File: src/rtl/scrambler_pkg.sv
// Shared constants for the scrambler datapath: register map, CTRL bit layout, frame FSM states.
// Latency: n/a (declarations only).
// Backpressure: n/a.
package scrambler_pkg;

    // Register map on the shared addr/write bus. The seed words belong to the LFSR block.
    localparam logic [11:0] LFSR_W0_ADDR = 12'h0a4;
    localparam logic [11:0] LFSR_W1_ADDR = 12'h0a5;
    localparam logic [11:0] CTRL_ADDR    = 12'h0a6;
    localparam logic [11:0] LEN_ADDR     = 12'h0a7;

    // CTRL register bit positions
    localparam int CTRL_SCR_EN  = 0;
    localparam int CTRL_BYPASS  = 1;
    localparam int CTRL_CLR_ERR = 2;

    typedef enum logic [1:0] {
        IDLE   = 2'd0,
        ACTIVE = 2'd1,
        DRAIN  = 2'd2
    } state_t;

endpackage

File: src/rtl/scrambler_datapath_if.sv
// Input and output word streams of the scrambler datapath, grouped as one bundle.
// Latency: n/a (wiring only).
// Backpressure: valid/ready on both streams.
//   in_*  : upstream -> block (in_ready flows back)
//   out_* : block -> downstream (out_ready flows back)
interface scrambler_datapath_if #(
    parameter int DATA_WIDTH = 32
);
    logic                  in_valid;
    logic                  in_ready;
    logic [DATA_WIDTH-1:0] in_data;
    logic                  in_sof;
    logic                  out_valid;
    logic                  out_ready;
    logic [DATA_WIDTH-1:0] out_data;
    logic                  out_sof;
    logic                  out_eof;

    // The scrambler block itself
    modport slave (
        input  in_valid, in_data, in_sof, out_ready,
        output in_ready, out_valid, out_data, out_sof, out_eof
    );

    // Whoever feeds and drains the block
    modport master (
        output in_valid, in_data, in_sof, out_ready,
        input  in_ready, out_valid, out_data, out_sof, out_eof
    );
endinterface

File: src/rtl/skid_buffer_2.sv
// Generic 2-entry valid/ready buffer: output register plus one skid register.
// Latency: 1 cycle from in accept to out_vld; full throughput while out_rdy=1.
// Backpressure: in_rdy drops only when the skid entry is occupied; out_* held while stalled.
//   in_vld/in_rdy/in_dat   : write side
//   out_vld/out_rdy/out_dat: read side
//   empty                  : both entries free
module skid_buffer_2 #(
    parameter int WIDTH = 34
) (
    input  logic             clk,
    input  logic             rst,
    input  logic             in_vld,
    output logic             in_rdy,
    input  logic [WIDTH-1:0] in_dat,
    output logic             out_vld,
    input  logic             out_rdy,
    output logic [WIDTH-1:0] out_dat,
    output logic             empty
);
    logic             out_vld_q, out_vld_d;
    logic [WIDTH-1:0] out_dat_q, out_dat_d;
    logic             skid_vld_q, skid_vld_d;
    logic [WIDTH-1:0] skid_dat_q, skid_dat_d;

    always_comb begin
        out_vld_d  = out_vld_q;
        out_dat_d  = out_dat_q;
        skid_vld_d = skid_vld_q;
        skid_dat_d = skid_dat_q;
        if (!out_vld_q || out_rdy) begin
            // Output slot frees up: the oldest word (skid) moves forward first.
            if (skid_vld_q) begin
                out_vld_d  = 1'b1;
                out_dat_d  = skid_dat_q;
                skid_vld_d = 1'b0;
            end else begin
                out_vld_d = in_vld;
                if (in_vld) begin
                    out_dat_d = in_dat;
                end
            end
        end else if (in_vld && !skid_vld_q) begin
            // Output stalled: park the new word in the skid slot.
            skid_vld_d = 1'b1;
            skid_dat_d = in_dat;
        end
    end

    always_ff @(posedge clk) begin
        if (rst) begin
            out_vld_q  <= 1'b0;
            out_dat_q  <= '0;
            skid_vld_q <= 1'b0;
            skid_dat_q <= '0;
        end else begin
            out_vld_q  <= out_vld_d;
            out_dat_q  <= out_dat_d;
            skid_vld_q <= skid_vld_d;
            skid_dat_q <= skid_dat_d;
        end
    end

    assign in_rdy  = !skid_vld_q;
    assign out_vld = out_vld_q;
    assign out_dat = out_dat_q;
    assign empty   = !out_vld_q && !skid_vld_q;

endmodule

File: src/rtl/scrambler_datapath.sv
// Frame-aware word scrambler: XORs payload with LFSR state and steps the LFSR once per word.
// Latency: 1 cycle accept-to-out_valid; 1 word/cycle while out_ready=1.
// Backpressure: 2-entry skid buffer; in_ready low when skid full or while a frame drains.
//   clk/rst               : single clock, synchronous active-high reset
//   write/addr/wdata      : register bus (CTRL, LEN)
//   lfsr_dout/lfsr_enable : LFSR state in, advance request out
//   io (slave)            : input and output word streams
//   busy/frame_done/sof_err: status
module scrambler_datapath #(
    parameter int          DATA_WIDTH = 32,
    parameter int          POLY_WIDTH = 43,
    parameter int          LEN_WIDTH  = 16,
    parameter logic [11:0] CTRL_ADDR  = scrambler_pkg::CTRL_ADDR,
    parameter logic [11:0] LEN_ADDR   = scrambler_pkg::LEN_ADDR
) (
    input  logic                  clk,
    input  logic                  rst,
    input  logic                  write,
    input  logic [11:0]           addr,
    input  logic [31:0]           wdata,
    input  logic [POLY_WIDTH-1:0] lfsr_dout,
    output logic                  lfsr_enable,
    output logic                  busy,
    output logic                  frame_done,
    output logic                  sof_err,
    scrambler_datapath_if.slave   io
);
    import scrambler_pkg::*;

    localparam int PAY_W = DATA_WIDTH + 2;

    state_t               state_q, state_d;
    logic                 scr_en_q, scr_en_d;
    logic                 bypass_q, bypass_d;
    logic [LEN_WIDTH-1:0] len_reg_q, len_reg_d;   // programmed LEN register
    logic [LEN_WIDTH-1:0] len_q, len_d;           // length of the frame in flight
    logic [LEN_WIDTH-1:0] count_q, count_d;
    logic                 sof_err_q, sof_err_d;
    logic                 frame_done_q, frame_done_d;

    logic                  buf_in_rdy, buf_out_vld, buf_empty;
    logic [PAY_W-1:0]      buf_out_dat;
    logic                  acc, start, mid, scrambling, clr_err, set_err;
    logic                  word_sof, word_eof;
    logic [LEN_WIDTH-1:0]  eff_len;
    logic [DATA_WIDTH-1:0] word_dat;

    // Upper wdata bits and the LFSR bits beyond the payload width are not consumed.
    logic unused_bits;
    assign unused_bits = ^{wdata, lfsr_dout};

    assign io.in_ready = buf_in_rdy && (state_q != DRAIN);
    assign acc         = io.in_valid && io.in_ready;

    // Framing decode for the word being accepted this cycle
    always_comb begin
        eff_len    = (len_reg_q == '0) ? LEN_WIDTH'(1) : len_reg_q;
        start      = (state_q == IDLE) && acc && io.in_sof && scr_en_q;
        mid        = (state_q == ACTIVE) && acc;
        scrambling = start || mid;
        word_sof   = start;
        word_eof   = 1'b0;
        if (start) begin
            word_eof = (eff_len == LEN_WIDTH'(1));
        end else if (mid) begin
            word_eof = (count_q == len_q - LEN_WIDTH'(1));
        end
        word_dat = io.in_data;
        if (scrambling && !bypass_q) begin
            word_dat = io.in_data ^ lfsr_dout[DATA_WIDTH-1:0];
        end
    end

    // The LFSR steps on the same edge that captures word_dat, so the next word sees fresh state.
    assign lfsr_enable = scrambling && !bypass_q;

    always_comb begin
        state_d      = state_q;
        scr_en_d     = scr_en_q;
        bypass_d     = bypass_q;
        len_reg_d    = len_reg_q;
        len_d        = len_q;
        count_d      = count_q;
        frame_done_d = 1'b0;
        clr_err      = 1'b0;
        set_err      = 1'b0;

        if (write && (addr == CTRL_ADDR)) begin
            scr_en_d = wdata[CTRL_SCR_EN];
            bypass_d = wdata[CTRL_BYPASS];
            clr_err  = wdata[CTRL_CLR_ERR];
        end
        if (write && (addr == LEN_ADDR)) begin
            len_reg_d = wdata[LEN_WIDTH-1:0];
        end

        case (state_q)
            IDLE: begin
                if (start) begin
                    len_d   = eff_len;
                    count_d = LEN_WIDTH'(1);
                    state_d = word_eof ? DRAIN : ACTIVE;
                end
            end
            ACTIVE: begin
                if (mid) begin
                    // A stray SOF is flagged but otherwise treated as a payload word.
                    set_err = io.in_sof;
                    count_d = count_q + LEN_WIDTH'(1);
                    if (word_eof) begin
                        state_d = DRAIN;
                    end
                end
            end
            DRAIN: begin
                if (buf_empty) begin
                    state_d      = IDLE;
                    frame_done_d = 1'b1;
                end
            end
            default: state_d = IDLE;
        endcase

        // A new error in the same cycle as a clear keeps the flag set.
        sof_err_d = (sof_err_q && !clr_err) || set_err;
    end

    always_ff @(posedge clk) begin
        if (rst) begin
            state_q      <= IDLE;
            scr_en_q     <= 1'b0;
            bypass_q     <= 1'b0;
            len_reg_q    <= '0;
            len_q        <= '0;
            count_q      <= '0;
            sof_err_q    <= 1'b0;
            frame_done_q <= 1'b0;
        end else begin
            state_q      <= state_d;
            scr_en_q     <= scr_en_d;
            bypass_q     <= bypass_d;
            len_reg_q    <= len_reg_d;
            len_q        <= len_d;
            count_q      <= count_d;
            sof_err_q    <= sof_err_d;
            frame_done_q <= frame_done_d;
        end
    end

    skid_buffer_2 #(
        .WIDTH (PAY_W)
    ) u_buf (
        .clk     (clk),
        .rst     (rst),
        .in_vld  (acc),
        .in_rdy  (buf_in_rdy),
        .in_dat  ({word_sof, word_eof, word_dat}),
        .out_vld (buf_out_vld),
        .out_rdy (io.out_ready),
        .out_dat (buf_out_dat),
        .empty   (buf_empty)
    );

    assign io.out_valid = buf_out_vld;
    assign io.out_sof   = buf_out_dat[PAY_W-1];
    assign io.out_eof   = buf_out_dat[PAY_W-2];
    assign io.out_data  = buf_out_dat[DATA_WIDTH-1:0];
    assign busy         = (state_q != IDLE);
    assign frame_done   = frame_done_q;
    assign sof_err      = sof_err_q;

endmodule
File: src/flat_wrapper.sv
// flat-port wrapper written by rule: the top's interface ports become plain ports
module scrambler_datapath_flat import scrambler_pkg::*;
#(
    parameter int          DATA_WIDTH = 32,
    parameter int          POLY_WIDTH = 43,
    parameter int          LEN_WIDTH  = 16,
    parameter logic [11:0] CTRL_ADDR  = scrambler_pkg::CTRL_ADDR,
    parameter logic [11:0] LEN_ADDR   = scrambler_pkg::LEN_ADDR
)
  (clk, rst, write, addr, wdata, lfsr_dout, lfsr_enable, busy, frame_done, sof_err, io_in_valid, io_in_data, io_in_sof, io_out_ready, io_in_ready, io_out_valid, io_out_data, io_out_sof, io_out_eof);
  scrambler_datapath_if #(.DATA_WIDTH(DATA_WIDTH)) io_i ();
  input  logic clk;
  input  logic rst;
  input  logic write;
  input  logic [11:0] addr;
  input  logic [31:0] wdata;
  input  logic [POLY_WIDTH-1:0] lfsr_dout;
  output logic lfsr_enable;
  output logic busy;
  output logic frame_done;
  output logic sof_err;
  input wire logic [$bits(io_i.in_valid)-1:0] io_in_valid;
  input wire logic [$bits(io_i.in_data)-1:0] io_in_data;
  input wire logic [$bits(io_i.in_sof)-1:0] io_in_sof;
  input wire logic [$bits(io_i.out_ready)-1:0] io_out_ready;
  output wire logic [$bits(io_i.in_ready)-1:0] io_in_ready;
  output wire logic [$bits(io_i.out_valid)-1:0] io_out_valid;
  output wire logic [$bits(io_i.out_data)-1:0] io_out_data;
  output wire logic [$bits(io_i.out_sof)-1:0] io_out_sof;
  output wire logic [$bits(io_i.out_eof)-1:0] io_out_eof;
  assign io_i.in_valid = io_in_valid;
  assign io_i.in_data = io_in_data;
  assign io_i.in_sof = io_in_sof;
  assign io_i.out_ready = io_out_ready;
  assign io_in_ready = io_i.in_ready;
  assign io_out_valid = io_i.out_valid;
  assign io_out_data = io_i.out_data;
  assign io_out_sof = io_i.out_sof;
  assign io_out_eof = io_i.out_eof;
  scrambler_datapath #(.DATA_WIDTH(DATA_WIDTH), .POLY_WIDTH(POLY_WIDTH), .LEN_WIDTH(LEN_WIDTH), .CTRL_ADDR(CTRL_ADDR), .LEN_ADDR(LEN_ADDR)) u_core (.clk(clk), .rst(rst), .write(write), .addr(addr), .wdata(wdata), .lfsr_dout(lfsr_dout), .lfsr_enable(lfsr_enable), .busy(busy), .frame_done(frame_done), .sof_err(sof_err), .io(io_i));
endmodule
File: config.mk
export PLATFORM = sky130hd
export DESIGN_NAME = scrambler_datapath_flat
export DESIGN_NICKNAME = d
export VERILOG_FILES = /design/src/rtl/scrambler_pkg.sv /design/src/rtl/scrambler_datapath_if.sv /design/src/rtl/skid_buffer_2.sv /design/src/rtl/scrambler_datapath.sv /design/src/flat_wrapper.sv
export SDC_FILE = /design/constraint.sdc
export NUM_CORES = 1
export LEC_CHECK = 0
export CORE_MARGIN = 10
export CORE_UTILIZATION = 40
export DETAILED_ROUTE_END_ITERATION = 8
export PLACE_DENSITY = 0.74
export SYNTH_ARGS = -nofsm -noshare
export SYNTH_HDL_FRONTEND = slang
export SYNTH_SLANG_ARGS = --single-unit
export TNS_END_PERCENT = 10
File: constraint.sdc
create_clock -name clk -period 2.72 [get_ports clk]
set_clock_uncertainty 0.1 [all_clocks]
set_input_delay 0.544 -clock clk [delete_from_list [all_inputs] [get_ports clk]]
set_output_delay 0.544 -clock clk [all_outputs]
set_load 0.05 [all_outputs]
==> impl_metrics.py <==
metrics = {
    "outcome": {
        "outcome": "completed",
    },
    "detailed_routing": {
        "drc": 0,
        "routed_wl_um": 15350,
        "postRouteAntennaNets": 0,
        "wire_per_inst_um": 14.57,
        "drtPass1Iterations": 5,
        "drtIter0Drc": 215,
        "vias": 5283,
        "avgViaCountPerCell": 5.012,
    },
    "yosys": {
        "ys_seq_elements": 124,
        "synth_top_cell_by_area": "dfxtp_1",
        "synth-edff-count": 0,
        "synth_area_leaders": "dfxtp_1 42%, nand2_1 9.1%, xor2_1 7.6%",
        "synth.top_cell.area_share_pct": 42.32,
        "synth_area_sq_um": 5866,
        "synthCells": 728,
        "ys_types": 50,
        "ys_seq_area_share_pct": 42.32,
        "syn-num-nets": 855,
        "synthArstFlopShare_pct": 0,
        "synth_ff_type": "dfxtp_1",
        "yosysWarnings": 0,
        "syn_area_per_cell_sq_um": 8.057,
    },
    "sta": {
        "layout_worst_path_cycle_share_pct": 96.69,
        "fmax_ghz": 0.3803,
        "slew_headroom_pct": 60.77,
        "rsz0062_at_grt": "true",
        "period_minus_slack_ps": 2630,
        "setup_slack_ps": 90.16,
        "final_hold_viol_count": 0,
        "finalMaxSlewViolations": 0,
        "hold_slack_ps": 347.8,
        "tightest_slew_ps": 587.2,
        "setup_viol": 0,
    },
    "finish": {
        "layout_common_cells": "142 x nand2_1, 135 x clkdlybuf4s50_1, 123 x dfxtp_1",
        "diodes": 0,
        "fillerInstances": 1339,
        "final_area_sq_um": 8119,
        "final_util_pct": 56.29,
        "layout.nets": 986,
        "area_growth_pct": 38.42,
        "final_layout_size_suffix_gt1_share_pct": 8.391,
        "mostFrequentLayoutCell": "nand2_1",
    },
    "cts": {
        "cts_max_path_buffers": 2,
        "worstSkewPairLatency_ps": 410,
        "clockRootBuffer": "clkbuf_16",
        "cts_hold_buf": 0,
        "cts-buffers-inserted": 17,
        "cts_tree": "done",
        "cts.sinks": 124,
        "h-tree-depth": 4,
        "post_cts_buffers": 0,
        "clk_pin_slew_ps": 50,
    },
    "hold_path": {
        "hp-class": "flip-flop to flip-flop",
        "hold_path_end": "u_core.u_buf.out_dat[5]$_SDFFE_PP0P_",
        "hp-start": "u_core.u_buf.out_dat[5]$_SDFFE_PP0P_",
        "hold_depth": 2,
    },
    "worst_setup_path": {
        "crit_fanout": 71,
        "r2r_setup_slack_ps": 110,
        "cp-start-kind": "flip-flop",
        "crit_type": "flip-flop to output pin",
        "arrival_ps": 1990,
        "r2r-end": "u_core.u_buf.skid_dat_q[32]$_SDFFE_PP0P_",
        "reg2reg_depth": 10,
        "cp-end-kind": "output pin",
        "cp_data_required_time_ps": 2080,
        "r2r-start": "u_core.len_q[0]$_SDFFE_PP0P_",
    },
    "place": {
        "hpwl_um": 11000,
        "place_area_sq_um": 7533,
        "gp_congestion": 0.8068,
        "dpl_worst_slack_ps": -351.8,
        "io_buffers": 137,
    },
    "global_route": {
        "track_usage_pct": 15.19,
        "grt_max_degree": 72,
        "overflow": 0,
        "antenna_found_initial": 0,
        "grt_pass1_vias": 5070,
        "grt_pass1_wl_um": 25050,
    },
    "floorplan": {
        "die_w_um": 141.1,
        "die_area_sq_um": 19910,
        "row_count": 44,
        "pin_count": 165,
        "die_h_um": 141.1,
        "design.core.area_sq_um": 14420,
        "start_util_pct": 40.67,
    },
    "flow_run": {
        "maxCapViolCount": 0,
    },
    "power": {
        "ir_drop_mv": 0.5234,
        "leakage_nw": 3.075,
        "power_mw": 4.587,
        "pwr_density_cell_nw_per_um2": 564.9,
    },
}
==> state kept, by name, indices dropped and copies added, names as in the netlist <==
name and flops:
u_core.frame_done 1, u_core.count_q 16, u_core.sof_err 1, u_core.len_reg_q 16
u_core.bypass_q 1, u_core.scr_en_q 1, u_core.u_buf.skid_vld_q 1, u_core.u_buf.out_vld 1
u_core.len_q 16, u_core.state_q 2, u_core.u_buf.skid_dat_q 34, u_core.u_buf.out_dat 34
==> power by group <==
part,internal (mW),switching [mW]
Clock,1.36,0.807
Combinational,0.242,0.282
Sequential,1.87,0.0254
Total,3.47,1.11
==> metal layers <==
metal | track usage [%] | part of all wire, %
met1 | 17.03 | 42
met5 | 0 | 0
met3 | 5.878 | 7.1
met2 | 25.15 | 50
met4 | 6.304 | 1.7
==> worst max-delay path, cell delays in order, from the launching register on <==
cell	delay (ps)
dfxtp_2	340
buf_6	390
nor2_1	90
clkdlybuf4s50_1	740
==> cells by family after synthesis <==
family	after synthesis	share of synthesized area (%)
xor+xnor	63	9.407
compound gates	136	14.46
buf+inv	56	3.754
flops	124	42.32
simple gates	322	25.36
mux	25	4.266
fa+ha+maj	2	0.4266
==> final cells by class <==
cell class / instances / area (sq um) / share of cell area, %
tap: 184 / 230.2 / 2.836
clock buffer: 20 / 446.7 / 5.502
inverter: 5 / 18.77 / 0.2312
multi-input combinational: 548 / 3194 / 39.34
clock inverter: 10 / 117.6 / 1.449
sequential: 124 / 2484 / 30.59
timing repair buffer: 163 / 1628 / 20.05
==> worst max-delay path by stage <==
stage          slack, ps                                       end                                  from
5_1_grt              -30  u_core.u_buf.skid_dat_q[32]$_SDFFE_PP0P_          u_core.len_q[0]$_SDFFE_PP0P_
3_5_place_dp        -350     u_core.u_buf.out_dat[32]$_SDFFE_PP0P_                           io_in_valid
3_3_place_gp        -270     u_core.u_buf.out_dat[32]$_SDFFE_PP0P_                           io_in_valid
6_report              90                               io_in_ready  u_core.u_buf.skid_vld_q$_SDFFE_PP0P_
2_1_floorplan         90     u_core.u_buf.out_dat[31]$_SDFFE_PP0P_                             io_in_sof
4_1_cts               30  u_core.u_buf.skid_dat_q[32]$_SDFFE_PP0P_          u_core.len_q[0]$_SDFFE_PP0P_
==> per-stage QoR <==
stage / cells / TNS (ps)
after floorplan: 728 / 0
after global placement: 1024 / -892.5
after detailed placement: 1024 / -1226
after CTS: 1054 / 0
after global routing: 1054 / -46.84
final: 1054 / 0
==> cells in the mapped netlist, drive strengths merged (2+ instances only) <==
cell type,number
a211oi,34
a21oi,42
a22o,8
a22oi,2
a31oi,3
and3,3
and4,2
buf,8
clkbuf,43
dfxtp,124
ha,2
inv,5
mux2i,25
nand2,142
nand2b,6
nand3,12
nand3b,4
nand4,9
nor2,88
nor2b,7
nor3,17
nor3b,2
nor4,11
o211ai,2
o21ai,36
o21bai,2
or2,5
or3,6
or4,2
xnor2,12
xor2,51
==> timing repair <==
item / in CTS / in global routing
gates resized for setup: 1 / 3
pin swaps: 0 / 4
setup endpoints to repair: 1 / 5
Power figures use the tool's default switching activity.
